File: config.mk
export PLATFORM = sky130hd
export DESIGN_NAME = cache_fill_ctrl
export DESIGN_NICKNAME = d
export VERILOG_FILES = /design/src/rtl/cache_fill_ctrl.sv
export SDC_FILE = /design/constraint.sdc
export NUM_CORES = 1
export LEC_CHECK = 0
export ABC_AREA = 0
export CORE_ASPECT_RATIO = 0.8
export CORE_MARGIN = 5
export CORE_UTILIZATION = 36
export CTS_CLUSTER_SIZE = 14
export DETAILED_ROUTE_END_ITERATION = 10
export PLACE_DENSITY = 0.8
export SKIP_CTS_REPAIR_TIMING = 1
export SLEW_MARGIN = 20
export SYNTH_ARGS = -nofsm -noshare
export SYNTH_HDL_FRONTEND = slang
export SYNTH_SLANG_ARGS = --single-unit
File: constraint.sdc
create_clock -name clk -period 2.3 [get_ports clk]
set_clock_uncertainty 0.2 [all_clocks]
set_input_delay 0.575 -clock clk [delete_from_list [all_inputs] [get_ports clk]]
set_output_delay 0.575 -clock clk [all_outputs]
set_load 0.01 [all_outputs]
File: src/rtl/cache_fill_ctrl.sv
// Shared I/D-cache miss controller: arbitrates the two misses onto one memory
// port, streams the 8 block words into the data array, then writes the tag entry.
module cache_fill_ctrl #(
  parameter int WORDS  = 8,
  parameter int IDX_W  = 5,
  parameter int META_W = 10
) (
  input  logic                  clk,
  input  logic                  rst,
  input  logic                  icache_miss,
  input  logic [15:0]           icache_addr,
  input  logic                  dcache_miss,
  input  logic [15:0]           dcache_addr,
  input  logic                  mem_data_valid,
  output logic                  mem_en,
  output logic [15:0]           mem_addr,
  output logic                  fill_sel,
  output logic                  data_wr,
  output logic [$clog2(WORDS)-1:0] data_word,
  output logic                  meta_write,
  output logic [(1<<IDX_W)-1:0] meta_block_en,
  output logic [META_W-1:0]     meta_data,
  output logic                  fill_busy,
  output logic                  fill_done
);

  localparam int CNT_W   = $clog2(WORDS);
  localparam int ENTRIES = 1 << IDX_W;
  localparam int TAG_W   = 16 - 4 - IDX_W;
  localparam logic [CNT_W-1:0] LAST_WORD = CNT_W'(WORDS - 1);

  typedef enum logic [1:0] {IDLE, FILL, META, DONE} state_t;

  state_t           state, state_next;
  logic [15:0]      base;
  logic [IDX_W-1:0] index;
  logic [TAG_W-1:0] tag;
  logic             last_grant;
  logic [CNT_W-1:0] issue_cnt, ret_cnt;
  logic             issue_done, ret_done;

  // Tie goes to whichever cache was not served last; 1 selects D.
  logic       grant_any, grant_d;
  logic [15:0] grant_addr;

  always_comb begin
    // NOTE: every combinational output gets a default first so no path leaves it unassigned (no latch).
    grant_any     = icache_miss | dcache_miss;
    grant_d       = dcache_miss & (~icache_miss | ~last_grant);
    grant_addr    = grant_d ? dcache_addr : icache_addr;
    state_next    = state;
    mem_en        = 1'b0;
    mem_addr      = '0;
    data_wr       = 1'b0;
    data_word     = '0;
    meta_write    = 1'b0;
    meta_block_en = '0;
    meta_data     = '0;
    fill_busy     = (state != IDLE);
    fill_done     = 1'b0;

    unique case (state)
      IDLE: if (grant_any) state_next = FILL;
      FILL: begin
        mem_en = ~issue_done;
        if (mem_en) mem_addr = base + {12'(issue_cnt), 1'b0};
        data_wr = mem_data_valid & ~ret_done;
        if (data_wr) begin
          data_word = ret_cnt;
          if (ret_cnt == LAST_WORD) state_next = META;
        end
      end
      META: begin
        meta_write    = 1'b1;
        meta_block_en = {{(ENTRIES-1){1'b0}}, 1'b1} << index;
        meta_data     = {1'b1, {(META_W-1-TAG_W){1'b0}}, tag};
        state_next    = DONE;
      end
      DONE: begin
        fill_done  = 1'b1;
        state_next = IDLE;
      end
      default: state_next = IDLE;
    endcase
  end

  always_ff @(posedge clk) begin
    // NOTE: sequential state uses non-blocking assignments so all registers update from pre-edge values.
    if (rst) begin
      state      <= IDLE;
      base       <= '0;
      index      <= '0;
      tag        <= '0;
      fill_sel   <= 1'b0;
      last_grant <= 1'b0;
      issue_cnt  <= '0;
      issue_done <= 1'b0;
      ret_cnt    <= '0;
      ret_done   <= 1'b0;
    end else begin
      state <= state_next;
      if (state == IDLE && grant_any) begin
        base       <= grant_addr & 16'hFFF0;
        index      <= grant_addr[4 +: IDX_W];
        tag        <= grant_addr[15 -: TAG_W];
        fill_sel   <= grant_d;
        last_grant <= grant_d;
        issue_cnt  <= '0;
        issue_done <= 1'b0;
        ret_cnt    <= '0;
        ret_done   <= 1'b0;
      end
      // Counters saturate at the last word; the done flags stop further issues/writes.
      if (mem_en) begin
        if (issue_cnt == LAST_WORD) issue_done <= 1'b1;
        else                        issue_cnt  <= issue_cnt + 1'b1;
      end
      if (data_wr) begin
        if (ret_cnt == LAST_WORD) ret_done <= 1'b1;
        else                      ret_cnt  <= ret_cnt + 1'b1;
      end
    end
  end

endmodule

==> run_summary.xml <==
<?xml version="1.0" encoding="UTF-8"?>
<metrics>
  <group name="finish">
    <metric name="area.growth.synth_to_final" unit="%">86.2</metric>
    <metric name="fraction_of_layout_cells_with_a_size_suffix_above_1" unit="%">34.0</metric>
    <metric name="num-nets-final" unit="">369</metric>
    <metric name="final_core_utilization" unit="%">70.1</metric>
    <metric name="diodes" unit="">0</metric>
  </group>
  <group name="critical_path">
    <metric name="critPathMaxFanout" unit="">5</metric>
    <metric name="critical_path_arrival" unit="ns">1.65</metric>
    <metric name="data_required_time_at_the_worst_endpoint" unit="ns">1.52</metric>
    <metric name="setup.worst_path.end_class" unit="">output pin</metric>
    <metric name="critical_path_class" unit="">flip-flop to output pin</metric>
    <metric name="worst_setup_path_start_kind" unit="">flip-flop</metric>
  </group>
  <group name="sta">
    <metric name="clock.fmax" unit="MHz">413</metric>
    <metric name="slew_viol_final" unit="">0</metric>
    <metric name="fin_hold_ws" unit="ns">0.301</metric>
    <metric name="post-route-period-util" unit="%">105</metric>
    <metric name="final_hold_viol_count" unit="">0</metric>
    <metric name="unrepaired_setup_endpoints_after_global_routing" unit="">true</metric>
    <metric name="finalSetupViolations" unit="">23</metric>
    <metric name="finalWorstPathRequiredPeriod" unit="ns">2.42</metric>
    <metric name="finalWorstSetupSlack" unit="ns">-0.122</metric>
  </group>
  <group name="floorplanning">
    <metric name="die_height" unit="µm">69.5</metric>
    <metric name="fp.coreArea" unit="mm²">0.00423</metric>
    <metric name="die-area" unit="mm²">0.00586</metric>
    <metric name="num_rows" unit="">21</metric>
    <metric name="floorplan.initialDensity" unit="%">37.6</metric>
    <metric name="design.portCount" unit="">104</metric>
    <metric name="die-width" unit="µm">84.3</metric>
  </group>
  <group name="yosys">
    <metric name="mappedNetlistArea" unit="mm²">0.00159</metric>
    <metric name="postSynthCellCount" unit="">204</metric>
    <metric name="synthesis.area_per_instance" unit="µm²">7.80</metric>
    <metric name="yosysUniqueCellTypes" unit="">34</metric>
    <metric name="yosys_register_bits" unit="">23</metric>
    <metric name="ys_seq_area_share" unit="%">28.9</metric>
    <metric name="synth-warning-count" unit="">0</metric>
  </group>
  <group name="global_routing">
    <metric name="global_route_usage_over_all_layers" unit="%">16.1</metric>
    <metric name="met3_usage" unit="%">4.63</metric>
    <metric name="initial_antenna_violation_count" unit="">0</metric>
    <metric name="grt_first_pass_wirelength" unit="mm">7.96</metric>
    <metric name="grt_busiest_layer" unit="">met2</metric>
    <metric name="met1_capacity_usage_during_global_routing" unit="%">21.1</metric>
    <metric name="vias_in_the_first_global_route" unit="">1635</metric>
    <metric name="grt_max_degree" unit="">25</metric>
    <metric name="overflow" unit="">0</metric>
    <metric name="use_met2" unit="%">26.4</metric>
  </group>
  <group name="clock_tree">
    <metric name="cts_root_buffer" unit="">clkbuf_8</metric>
    <metric name="cts.htree.levels" unit="">1</metric>
    <metric name="clock-sinks" unit="">23</metric>
    <metric name="tritoncts.num_buffers" unit="">3</metric>
    <metric name="clock_path_buffers" unit="">2</metric>
    <metric name="clock_latency" unit="ns">0.27</metric>
    <metric name="clkSlewWorstSetupHoldPaths" unit="ns">0.09</metric>
    <metric name="tritoncts" unit="">yes</metric>
  </group>
  <group name="placed_design">
    <metric name="hpwl" unit="mm">3.94</metric>
    <metric name="placement.io_buffers" unit="">92</metric>
    <metric name="place.gp.congestion" unit="">0.783</metric>
  </group>
  <group name="route">
    <metric name="detail_route.wirelength" unit="mm">5.64</metric>
    <metric name="drt_iter0_drc" unit="">43</metric>
    <metric name="num_vias" unit="">1822</metric>
    <metric name="avgViaCountPerCell" unit="">4.82</metric>
    <metric name="final_antenna_net_count" unit="">0</metric>
    <metric name="routedWlPerCell" unit="µm">14.9</metric>
    <metric name="drc" unit="">0</metric>
    <metric name="drt_pass1_iterations" unit="">4</metric>
  </group>
  <group name="power">
    <metric name="power.ir.vdd_worst" unit="mV">0.673</metric>
    <metric name="power_density" unit="mW/mm²">860</metric>
    <metric name="cellLeakagePower" unit="µW">0.00179</metric>
  </group>
  <group name="flow_run">
    <metric name="maxCapViolations" unit="">0</metric>
  </group>
  <group name="outcome">
    <metric name="status" unit="">finished with violations</metric>
    <metric name="violations_in_the_final_reports" unit="">setup timing</metric>
  </group>
  <group name="min_path">
    <metric name="hp-class" unit="">flip-flop to flip-flop</metric>
  </group>
</metrics>
[metal layers]
metal | vias up | part of all wire, % | wire length (µm)
li1 | 917 | - | -
met1 | 831 | 44 | 2490
met2 | 72 | 49 | 2790
met3 | 2 | 5.9 | 334
met4 | 0 | 0.48 | 27
met5 | - | 0 | 0
[cell type report]
type / instances / area, µm²
inverters: 4 / 15.0
clock buffers: 3 / 41.3
well taps: 57 / 71.3
repair buffers: 125 / 1220
multi-input cells: 165 / 1140
clock inverters: 1 / 5.00
flip-flops and latches: 23 / 464
fillers: 333 / 1270
[synth_stat cells, drive strengths merged]
| cell type | count | share of area [%] |
|---|---|---|
| o21a | 1 | 0.47 |
| nand4 | 1 | 0.39 |
| dfxtp | 23 | 29 |
| ha | 10 | 7.9 |
| nor3b | 1 | 0.47 |
| a311oi | 1 | 0.55 |
| a222oi | 1 | 0.63 |
| inv | 4 | 0.94 |
| or4bb | 1 | 0.71 |
| o21bai | 1 | 0.47 |
| or3b | 1 | 0.55 |
| clkbuf | 7 | 1.7 |
| nand3 | 10 | 3.1 |
| nand2b | 8 | 3.1 |
| buf | 7 | 3.8 |
| mux2i | 14 | 8.8 |
| and3 | 3 | 1.2 |
| a32oi | 1 | 0.55 |
| nor2 | 48 | 11 |
| and2 | 22 | 8.6 |
| a22oi | 1 | 0.47 |
| a211oi | 12 | 6.0 |
| nand2 | 8 | 1.9 |
| or2 | 1 | 0.39 |
| nor2b | 5 | 2.0 |
| and3b | 1 | 0.55 |
| a21boi | 1 | 1.2 |
| nor4bb | 1 | 0.63 |
| conb | 1 | 0.24 |
| o21ai | 1 | 0.31 |
| a21oi | 7 | 2.2 |
[stage by stage]
| stage | worst slack (ns) | instances | setup TNS, ns | power (µW) | instance area [µm²] |
|---|---|---|---|---|---|
| after floorplan | 0.124 | 206 | 0 | 1310 | 1600 |
| after global placement | -0.459 | 360 | -5.30 | 1900 | 2670 |
| after detailed placement | -0.517 | 360 | -6.53 | 1920 | 2670 |
| after CTS | -0.530 | 364 | -22.88 | 2190 | 2720 |
| after global routing | -0.200 | 378 | -3.29 | 2720 | 2960 |
| final | -0.122 | 378 | -1.86 | 2550 | 2960 |
[layout by cell type (no fill, tap or decap), types with 3 or more instances in the layout]
cell / instances
buf_4: 21
nor2b_4: 3
dlymetal6s2s_1: 29
clkdlybuf4s50_1: 28
conb_1: 3
and2_1: 9
buf_2: 14
ha_1: 7
a21oi_1: 7
clkbuf_8: 3
nor2_1: 47
clkbuf_2: 8
dfxtp_1: 20
nand2_1: 6
and2_4: 13
nand3_1: 6
nand3_2: 4
a211oi_1: 11
buf_12: 3
buf_6: 21
dfxtp_2: 3
mux2i_1: 14
nand2b_1: 8
[kinds of logic after synthesis]
family / Yosys count / synth area share (%)
mux: 14 / 8.80
compound gates: 27 / 12.8
flops: 23 / 28.9
other cells: 1 / 0.236
fa+ha+maj: 10 / 7.86
buf+inv: 18 / 6.37
simple gates: 111 / 35.0
[where the power goes]
group          switching (µW)  total (µW)  leakage, µW  internal (µW)
clock                     138         259    0.0000255            121
combinational             771        1660      0.00158            887
sequential                114         631     0.000190            517
total                    1020        2550      0.00179           1530
[critical path: stages, from the launching register on]
cell and delay (ns):
dfxtp_2 0.34, buf_6 0.11, buf_6 0.12, ha_4 0.15, nor2b_4 0.14, buf_6 0.13
buf_6 0.12, and2_4 0.14, buf_2 0.14
[worst paths after layout]
| kind | startpoint | to | slack, ns | depth (start not counted) |
|---|---|---|---|---|
| max | state[0]$_SDFFE_PP0P_ | mem_addr[10] | -0.12 | 8 |
| min | issue_cnt[0]$_SDFF_PP0_ | issue_cnt[0]$_SDFF_PP0_ | 0.30 | 2 |
| min reg2reg | issue_cnt[0]$_SDFF_PP0_ | issue_cnt[0]$_SDFF_PP0_ | 0.30 | 2 |
| max reg2reg | state[0]$_SDFFE_PP0P_ | state[1]$_SDFFE_PP0P_ | 0.38 | 8 |
[registers in the layout, summed over array words and instances, names as in the netlist]
register / cells
tag: 7
index: 4
issue_done: 1
issue_cnt: 3
last_grant: 1
ret_cnt: 3
ret_done: 1
base: 1
state: 2
(Power assumes the default switching activity.)
